File: src/rtl/sha256_pad.sv
// rtl/sha256_pad.sv - SHA-256 message padder and 64-cycle block sequencer (optional SHA256_PAD_BYPASS_EN)
module sha256_pad (
    input  logic        clk,
    input  logic        reset_n,
    input  logic        m_valid,
    output logic        m_ready,
    input  logic [31:0] m_data,
    input  logic        m_last,
    input  logic [1:0]  m_bytes,
`ifdef SHA256_PAD_BYPASS_EN
    input  logic        pad_bypass,
`endif
    input  logic        hash_done,
    output logic        w_vld,
    output logic [5:0]  w_cnt,
    output logic [31:0] w_data,
    output logic        w_first,
    output logic        w_final,
    output logic        busy
);

    typedef enum logic [2:0] {
        S_IDLE,
        S_FILL,
        S_PAD,
        S_EMIT,
        S_WAIT,
        S_LEN
    } state_t;

    localparam logic [31:0] MARKER = 32'h8000_0000;

    state_t      state;
    logic [31:0] buffer [16];
    logic [63:0] bit_len;
    logic [3:0]  wi;
    logic [4:0]  pad_p;
    logic        mark_done;
    logic        first_pend;
    logic        final_pend;
    logic        len_pend;
    logic        mark_pend;

    logic        accept;
    logic        byp;
    logic        is_last;
    logic [2:0]  n_bytes;
    logic [3:0]  wi_eff;
    logic [31:0] word_in;
    logic [63:0] len_base;
    logic [63:0] len_add;

    always_comb begin
        accept   = m_valid & m_ready;
`ifdef SHA256_PAD_BYPASS_EN
        byp      = pad_bypass;
`else
        byp      = 1'b0;
`endif
        is_last  = m_last & ~byp;
        n_bytes  = (m_bytes == 2'd0) ? 3'd4 : {1'b0, m_bytes};
        wi_eff   = (state == S_IDLE) ? 4'd0 : wi;
        len_base = (state == S_IDLE) ? 64'd0 : bit_len;
        if (byp)
            len_add = 64'd0;
        else if (m_last)
            len_add = {58'd0, n_bytes, 3'b000};
        else
            len_add = 64'd32;
        // A short last word carries its own 0x80 marker right after the valid bytes.
        word_in = m_data;
        if (is_last) begin
            case (m_bytes)
                2'd1:    word_in = {m_data[31:24], 8'h80, 16'h0000};
                2'd2:    word_in = {m_data[31:16], 8'h80, 8'h00};
                2'd3:    word_in = {m_data[31:8], 8'h80};
                default: word_in = m_data;
            endcase
        end
    end

    always_ff @(posedge clk or negedge reset_n) begin
        if (!reset_n) begin
            state      <= S_IDLE;
            for (int i = 0; i < 16; i++) buffer[i] <= '0;
            bit_len    <= '0;
            wi         <= '0;
            pad_p      <= '0;
            mark_done  <= 1'b0;
            first_pend <= 1'b0;
            final_pend <= 1'b0;
            len_pend   <= 1'b0;
            mark_pend  <= 1'b0;
            m_ready    <= 1'b0;
            w_vld      <= 1'b0;
            w_cnt      <= '0;
            w_data     <= '0;
            w_first    <= 1'b0;
            w_final    <= 1'b0;
            busy       <= 1'b0;
        end else begin
            case (state)
                S_IDLE, S_FILL: begin
                    m_ready <= 1'b1;
                    if (accept) begin
                        buffer[wi_eff] <= word_in;
                        bit_len        <= len_base + len_add;
                        busy           <= 1'b1;
                        if (state == S_IDLE) begin
                            first_pend <= 1'b1;
                            final_pend <= 1'b0;
                            len_pend   <= 1'b0;
                            mark_pend  <= 1'b0;
                        end
                        if (is_last) begin
                            pad_p     <= (n_bytes == 3'd4) ? {1'b0, wi_eff} + 5'd1 : {1'b0, wi_eff};
                            mark_done <= (n_bytes != 3'd4);
                            m_ready   <= 1'b0;
                            state     <= S_PAD;
                        end else if (wi_eff == 4'd15) begin
                            // Full block: word 0 is already in the buffer, so the burst starts now.
                            final_pend <= byp & m_last;
                            w_vld      <= 1'b1;
                            w_cnt      <= '0;
                            w_data     <= buffer[0];
                            w_first    <= (state == S_IDLE) | first_pend;
                            w_final    <= byp & m_last;
                            wi         <= '0;
                            m_ready    <= 1'b0;
                            state      <= S_EMIT;
                        end else begin
                            wi    <= wi_eff + 4'd1;
                            state <= S_FILL;
                        end
                    end
                end
                S_PAD: begin
                    if (pad_p <= 5'd13) begin
                        if (!mark_done) buffer[pad_p[3:0]] <= MARKER;
                        buffer[14] <= bit_len[63:32];
                        buffer[15] <= bit_len[31:0];
                        final_pend <= 1'b1;
                        w_final    <= 1'b1;
                    end else if (pad_p <= 5'd15) begin
                        if (!mark_done) buffer[pad_p[3:0]] <= MARKER;
                        len_pend <= 1'b1;
                        w_final  <= 1'b0;
                    end else begin
                        len_pend  <= 1'b1;
                        mark_pend <= 1'b1;
                        w_final   <= 1'b0;
                    end
                    // Word 0 is never touched here: marker at p = 0 was written with the data.
                    w_vld   <= 1'b1;
                    w_cnt   <= '0;
                    w_data  <= buffer[0];
                    w_first <= first_pend;
                    wi      <= '0;
                    state   <= S_EMIT;
                end
                S_EMIT: begin
                    if (w_cnt == 6'd63) begin
                        for (int i = 0; i < 16; i++) buffer[i] <= '0;
                        w_vld      <= 1'b0;
                        w_cnt      <= '0;
                        w_data     <= '0;
                        w_first    <= 1'b0;
                        w_final    <= 1'b0;
                        first_pend <= 1'b0;
                        state      <= S_WAIT;
                    end else begin
                        w_cnt  <= w_cnt + 6'd1;
                        w_data <= (w_cnt < 6'd15) ? buffer[w_cnt[3:0] + 4'd1] : '0;
                    end
                end
                S_WAIT: begin
                    if (hash_done) begin
                        if (final_pend) begin
                            final_pend <= 1'b0;
                            len_pend   <= 1'b0;
                            mark_pend  <= 1'b0;
                            m_ready    <= 1'b1;
                            busy       <= 1'b0;
                            state      <= S_IDLE;
                        end else if (len_pend) begin
                            state <= S_LEN;
                        end else begin
                            m_ready <= 1'b1;
                            state   <= S_FILL;
                        end
                    end
                end
                S_LEN: begin
                    if (mark_pend) buffer[0] <= MARKER;
                    buffer[14] <= bit_len[63:32];
                    buffer[15] <= bit_len[31:0];
                    final_pend <= 1'b1;
                    len_pend   <= 1'b0;
                    mark_pend  <= 1'b0;
                    w_vld      <= 1'b1;
                    w_cnt      <= '0;
                    w_data     <= mark_pend ? MARKER : 32'd0;
                    w_first    <= first_pend;
                    w_final    <= 1'b1;
                    state      <= S_EMIT;
                end
                default: state <= S_IDLE;
            endcase
        end
    end

endmodule

File: config.mk
export PLATFORM = sky130hd
export DESIGN_NAME = sha256_pad
export DESIGN_NICKNAME = d
export VERILOG_FILES = /design/src/rtl/sha256_pad.sv
export SDC_FILE = /design/constraint.sdc
export NUM_CORES = 1
export LEC_CHECK = 0
export ABC_AREA = 1
export CAP_MARGIN = 15
export CORE_ASPECT_RATIO = 1.2
export CORE_UTILIZATION = 35
export DETAILED_ROUTE_END_ITERATION = 7
export PLACE_DENSITY = 0.47
export RECOVER_POWER = 100
export SYNTH_ARGS = -nofsm -noshare
export SYNTH_HDL_FRONTEND = slang
export SYNTH_SLANG_ARGS = --single-unit
File: constraint.sdc
create_clock -name clk -period 3.72 [get_ports clk]
set_input_delay 0.93 -clock clk [delete_from_list [all_inputs] [get_ports clk]]
set_output_delay 0.93 -clock clk [all_outputs]
set_load 0.01 [all_outputs]
==> results.md, run 1 <==
- Max Clock Skew: 0.0361 ns
- # setup viols final: 0
- Starting DRC count in detailed routing: 2894
- Syn Area/Cell: 7.59 sq um
- Worst-margin pin slew: 2.29 ns
- Crit path from: w_cnt[0]$_DFFE_PN0P_
- Register area share after synthesis: 0.475
- Input/output buffers: 81
- Die Ht: 340 um
- Placed insts: 5566
- Remaining Overflow, GRT: 0
- Final Critical Period: 3.43 ns
- Crit path arrival time: 2.50 ns
- CP required: 2.79 ns
- CTS root buf: clkbuf_16
- Ys flop type: dfrtp_1
- Drt first pass iters: 6
- Post-synth ARST share: 1.00
- Routed Antenna Nets: 0
- Crit path to: w_cnt[0]
- # diodes: 0
- Total track usage: 0.300
- Initial antenna violation count: 2
- P_leak: 17.8 nW
- Failing checks: max-capacitance violations, max-slew violations
- H-tree levels: 3
- Crit path largest cell delay: 0.69 ns
- Vias in the first global route: 31600
- Detail-routed via count per cell: 5.70
- Cells along the critical path: buf_6 -> clkdlybuf4s50_1
- R2r worst-path depth: 12
- Crit path launch type: flip-flop
- Pwr dens: 1010 nW/um^2
- PnR worst setup slack: 0.289 ns
- Avg WL per Cell: 25.6 um
- RSZ-0062 raised after global routing: no
- Die area: 96600 sq um
- Share of cells above drive strength 1: 0.0787
- First-pass GRT wire length: 217000 um
- Setup Fix Bufs, Post-CTS: 0
- Maxcap violations: 1
- TritonCTS clock tree: done
- RR Startpoint: state[2]$_DFFE_PN0P_
- Crit Path Class: reg2out
- DRC: 0
- Vias: 32500
- Worst reg2reg endpoint: w_data[26]$_DFFE_PN0P_
- Overall power: 38.8 mW
- Synth Instances: 4398
- Clk slew on worst S/H paths: 0.06 ns
- DP Worst Slack: 0.0732 ns
- Std-Cell Rows: 123
- Ports: 82
- RePlAce Congestion: 0.904
- Commonest non-fill, non-tap cells in the layout: 905 x o21ai_0, 889 x nand2_1, 632 x dfrtp_1
- Area growth, synth to finish: 15.4%
- Yosys warns: 0
- CTS Sinks: 633
- Crit. End Element: output port
- Hold Vio Cnt, Final: 0
- DP Wirelength: 92000 um
- Initial Utilization: 0.355
- Clk_lat worst skew: 0.63 ns
- Layout Cells excl Fill: 5698
- # nets final: 4442
- Worst slew margin: -0.530
- Tightest Hold Check Type: reg2reg
- Post-synth EDFFs: 0
- Syn Std Cell Area: 33400 sq um
- Core area: 94000 sq um
- Tcrit/Tclk final: 0.922
- CTS Buffer Depth: 3
- Slowest stage cell, crit path: clkdlybuf4s50_1
- Status: finished with violations
- Slew Viols, Final: 65
- Largest net degree at the start of global routing: 175
- CP Max Fanout: 99
- TritonCTS Buffers: 76
- Chip width: 284 um
- Setup TNS: 0 ns
- R2r setup slk: 0.43 ns
- Worst IR Drop VDD: 0.669 mV
- FF+latch count, synth: 633
- Fmax: 291 MHz
- WL final: 146000 um
- Final hold slack: 0.466 ns
- Synth cell types: 48
- Hold_buf cts: 0
- Post-synth net total: 4446
- Most common cell after layout, fill and taps aside: o21ai_0
- Post-cts sizing count: 0
## Yosys cell counts, types with 2 or more instances
cell / instances / area (sq um)
xnor2_1: 16 / 140
o21ai_2: 2 / 17.5
a21oi_1: 79 / 395
nand4_1: 24 / 150
o22ai_1: 10 / 62.6
nand3b_1: 4 / 30.0
buf_2: 82 / 410
inv_2: 22 / 82.6
o31ai_1: 33 / 248
o21ai_1: 330 / 1650
nor4_1: 3 / 18.8
clkinv_1: 3 / 11.3
nor2_2: 8 / 50.1
a21oi_4: 8 / 130
a22oi_1: 2 / 15.0
o21ai_0: 608 / 3040
and3_1: 2 / 12.5
inv_1: 205 / 769
o21bai_1: 3 / 22.5
nor3_1: 13 / 65.1
buf_4: 2 / 15.0
a2bb2oi_1: 32 / 280
or2_2: 2 / 12.5
nor2_4: 2 / 22.5
ha_1: 8 / 100
nand2_1: 888 / 3330
o211ai_1: 125 / 938
clkbuf_1: 247 / 927
buf_1: 24 / 90.1
dfrtp_1: 633 / 15800
nor2_1: 477 / 1790
a31oi_1: 2 / 12.5
nand2_2: 4 / 25.0
xor2_1: 25 / 219
nand3_1: 457 / 2290
## cells by family (layout without fill, tap and decap cells)
family | after synthesis | count (layout) | share of synthesized area
DFF | 633 | 633 | 0.475
xor gates and xnor gates | 41 | 41 | 0.0108
adders and majority gates | 9 | 9 | 0.00360
and+or+nand+nor | 1890 | 1890 | 0.236
buffers and inverters | 586 | 636 | 0.0694
AOI/OAI and AO/OA | 1239 | 1239 | 0.206
## worst min-delay path by stage
stage                     startpoint        end  cells past startpoint
after floorplan            flip-flop  flip-flop                      2
after global placement     flip-flop  flip-flop                      2
after detailed placement   flip-flop  flip-flop                      2
after CTS                    reset_n  async pin                      1
after global routing       flip-flop  flip-flop                      2
final                      flip-flop  flip-flop                      2
## report_power, final
part           switching, mW  internal, mW
Clock                   3.13          4.56
Sequential              1.13          8.97
Combinational           15.6          5.46
Total                   19.8          19.0
## metrics by stage
step | instance area (sq um) | utilization
detailed placement | 36200 | 0.385
global route | 38500 | 0.409
floorplan | 33400 | -
CTS | 38700 | 0.412
global placement | 36200 | 0.385
finish | 38500 | 0.409
## metal layers
| layer | share of wire | vias to the layer above | GRT usage |
|---|---|---|---|
| met5 | 0.00010 | - | 0 |
| met4 | 0.050 | 2 | 0.139 |
| met3 | 0.062 | 289 | 0.0426 |
| met2 | 0.46 | 1182 | 0.476 |
| met1 | 0.43 | 16200 | 0.403 |
| li1 | - | 14800 | - |
## critical path, delay by kind of cell, from the launching register on
kind     cells  cell delay (ns)
flops        1             0.48
buf+inv      2             1.36
## layout make-up
cell class / instances / area, sq um
flip-flops and latches: 633 / 15800
fillers: 9965 / 55500
clock buffers: 119 / 2250
well taps: 1250 / 1560
repair buffers: 273 / 2440
inverters: 231 / 880
clock inverters: 13 / 234
multi-input cells: 3179 / 15300
(Power assumes the default switching activity.)
==> run 2: changes to the inputs <==
--- a/config.mk
+++ b/config.mk
@@ -12,6 +12,7 @@
 export DETAILED_ROUTE_END_ITERATION = 7
 export PLACE_DENSITY = 0.47
 export RECOVER_POWER = 100
+export SLEW_MARGIN = 40
 export SYNTH_ARGS = -nofsm -noshare
 export SYNTH_HDL_FRONTEND = slang
 export SYNTH_SLANG_ARGS = --single-unit
==> run 2 against run 1 <==
  * The run still ends with max-capacitance violations, max-slew violations left
  * Non-clock buffer count is 1 higher
  * Count of clock-buffer cells in the layout increased by 3
  * Flip-flop and latch count stayed put
  * Utilization about the same
  * Via count decreased by 0.38%
  * Total power increased by 0.22%
  * Final cell count is essentially flat
  * Critical endpoint unchanged
==> results.md, run 2 (same netlist as run 1, synthesis figures left out) <==
- Status: finished with violations
- Failing checks: max-capacitance violations, max-slew violations
- # nets final: 4444 (+0.045%)
- Fmax: 291 MHz (about the same)
- Commonest non-fill, non-tap cells in the layout: 889 x nand2_1, 879 x o21ai_0, 632 x dfrtp_1
- Worst slew margin: -0.551 (-0.0210)
- Chip width: 284 um (unchanged)
- Area growth, synth to finish: 15.4% (about the same)
- Logic pwr share: 0.541 (about the same)
- Die Ht: 340 um (unchanged)
- Setup TNS: 0 ns (unchanged)
- Crit path arrival time: 2.50 ns (about the same)
- Std-Cell Rows: 123 (unchanged)
- Hold-critical path depth: 2 (unchanged)
- Max Clock Skew: 0.0335 ns (-0.00265 ns)
- Vias in the first global route: 31500 (-0.22%)
- DRC: 0 (unchanged)
- Crit. End Element: output port
- Initial Utilization: 0.355 (unchanged)
- Most common cell after layout, fill and taps aside: nand2_1
- Routed Antenna Nets: 0 (unchanged)
- CTS root buf: clkbuf_16
- P_leak: 17.9 nW (+0.29%)
- RR Startpoint: state[1]$_DFFE_PN0P_
- Crit path to: w_cnt[0]
- Sw frac: 0.510 (about the same)
- Ports: 82 (unchanged)
- Input/output buffers: 81 (unchanged)
- RePlAce Congestion: 0.904 (unchanged)
- Slew Viols, Final: 65 (unchanged)
- Vias: 32300 (-0.38%)
- Cell family with most CP delay: buffers and inverters
- H-tree levels: 3 (unchanged)
- Largest net degree at the start of global routing: 175 (unchanged)
- Starting DRC count in detailed routing: 3172 (+9.6%)
- Final Critical Period: 3.43 ns (+0.00195 ns)
- Share of cells above drive strength 1: 0.0800 (+0.00128)
- Clk slew on worst S/H paths: 0.06 ns (about the same)
- Hold Vio Cnt, Final: 0 (unchanged)
- Tightest Hold Check Type: reg2reg
- TritonCTS Buffers: 77 (+1.3%)
- Pwr dens: 1010 nW/um^2 (+0.14%)
- Detail-routed via count per cell: 5.67 (-0.47%)
- Clock power share: 0.199 (about the same)
- Crit Path Class: reg2out
- Crit path largest cell delay: 0.69 ns (about the same)
- Clk_lat worst skew: 0.64 ns (about the same)
- Internal Power: 19.1 mW (+0.31%)
- Maxcap violations: 1 (unchanged)
- Switching Power: 19.9 mW (+0.13%)
- CP Max Fanout: 99 (unchanged)
- TritonCTS clock tree: done
- Worst-margin pin slew: 2.33 ns (+0.0315 ns)
- Worst IR Drop VDD: 0.597 mV (-11%)
- R2r setup slk: 0.31 ns (-0.12 ns)
- Initial antenna violation count: 6 (+4)
- Crit path from: w_cnt[0]$_DFFE_PN0P_
- Core area: 94000 sq um (unchanged)
- Total track usage: 0.298 (-0.00128)
- CP required: 2.79 ns (about the same)
- # setup viols final: 0 (unchanged)
- CTS Sinks: 633 (unchanged)
- DP Wirelength: 92000 um (about the same)
- First-pass GRT wire length: 216000 um (-0.58%)
- Bufs and invs on worst path: 2 (unchanged)
- Remaining Overflow, GRT: 0 (unchanged)
- Fillers: 9855 (-1.1%)
- Hold_buf cts: 0 (unchanged)
- Post-cts sizing count: 0 (unchanged)
- DP Area: 36300 sq um (about the same)
- Post-route cell area: 38500 sq um (about the same)
- RSZ-0062 raised after global routing: no
- Tcrit/Tclk final: 0.923 (about the same)
- WL final: 145000 um (-0.27%)
- Part of the power in registers: 0.260 (about the same)
- Cells along the critical path: buf_6 -> clkdlybuf4s50_1
- Drt first pass iters: 6 (unchanged)
- CTS Buffer Depth: 3 (unchanged)
- Die area: 96600 sq um (unchanged)
- R2r worst-path depth: 13 (+1)
- Slowest stage cell, crit path: clkdlybuf4s50_1
- Avg WL per Cell: 25.5 um (-0.36%)
- Setup Fix Bufs, Post-CTS: 0 (unchanged)
- Cell count along the critical path: 2 (unchanged)
- Crit path launch type: flip-flop
[run 2: area by class of cell]
cell class              count  area (sq um)  area share
clock buffers             122          2370      0.0615
well taps                1250          1560      0.0406
diodes                      1          2.50   0.0000650
clock inverters            13           170     0.00442
inverters                 231           882      0.0229
multi-input cells        3179         15200       0.395
flip-flops and latches    633         15800       0.411
repair buffers            274          2460      0.0639
[run 2: metrics by stage]
step / std cells / utilization / setup slack, ns / total power, mW / hold WS (ns)
after floorplan: 4398 / - / 0.790 / 22.2 / 0.437
after global placement: 5566 / 0.385 / 0.118 / 31.5 / 0.453
after detailed placement: 5567 / 0.386 / 0.0874 / 31.6 / 0.453
after CTS: 5702 / 0.413 / 0.547 / 39.4 / 0.308
after global routing: 5702 / 0.410 / 0.175 / 41.1 / 0.487
final: 5703 / 0.410 / 0.287 / 38.9 / 0.466
[run 2: worst min-delay path, delay by kind of cell, from the launching register on]
| kind | cells | cell delay, ns |
|---|---|---|
| simple gates | 2 | 0.10 |
| flops | 1 | 0.34 |
[run 2: layer usage]
metal  vias up  global-route usage  wire length [um]
li1      14800                   -                 -
met1     16100               0.404             62500
met2      1158               0.476             67100
met3       287              0.0396              8860
met4         8               0.132              6850
met5         -                   0                46
[run 2: power groups by stage]
stage / Clock, mW / Sequential, mW / Combinational (mW)
6_report: 7.76 / 10.1 / 21.1
5_1_grt: 8.14 / 10.3 / 22.6
4_1_cts: 7.87 / 10.1 / 21.4
3_5_place_dp: 0 / 10.2 / 21.4
3_3_place_gp: 0 / 10.2 / 21.3
2_1_floorplan: 0 / 9.91 / 12.3
[run 2: worst min path at each step]
stage	startpoint	endpoint	slack (ns)
2_1_floorplan	flip-flop	flip-flop	0.44
3_3_place_gp	flip-flop	flip-flop	0.45
3_5_place_dp	flip-flop	flip-flop	0.45
4_1_cts	reset_n	async pin	0.31
5_1_grt	flip-flop	flip-flop	0.49
6_report	flip-flop	flip-flop	0.47
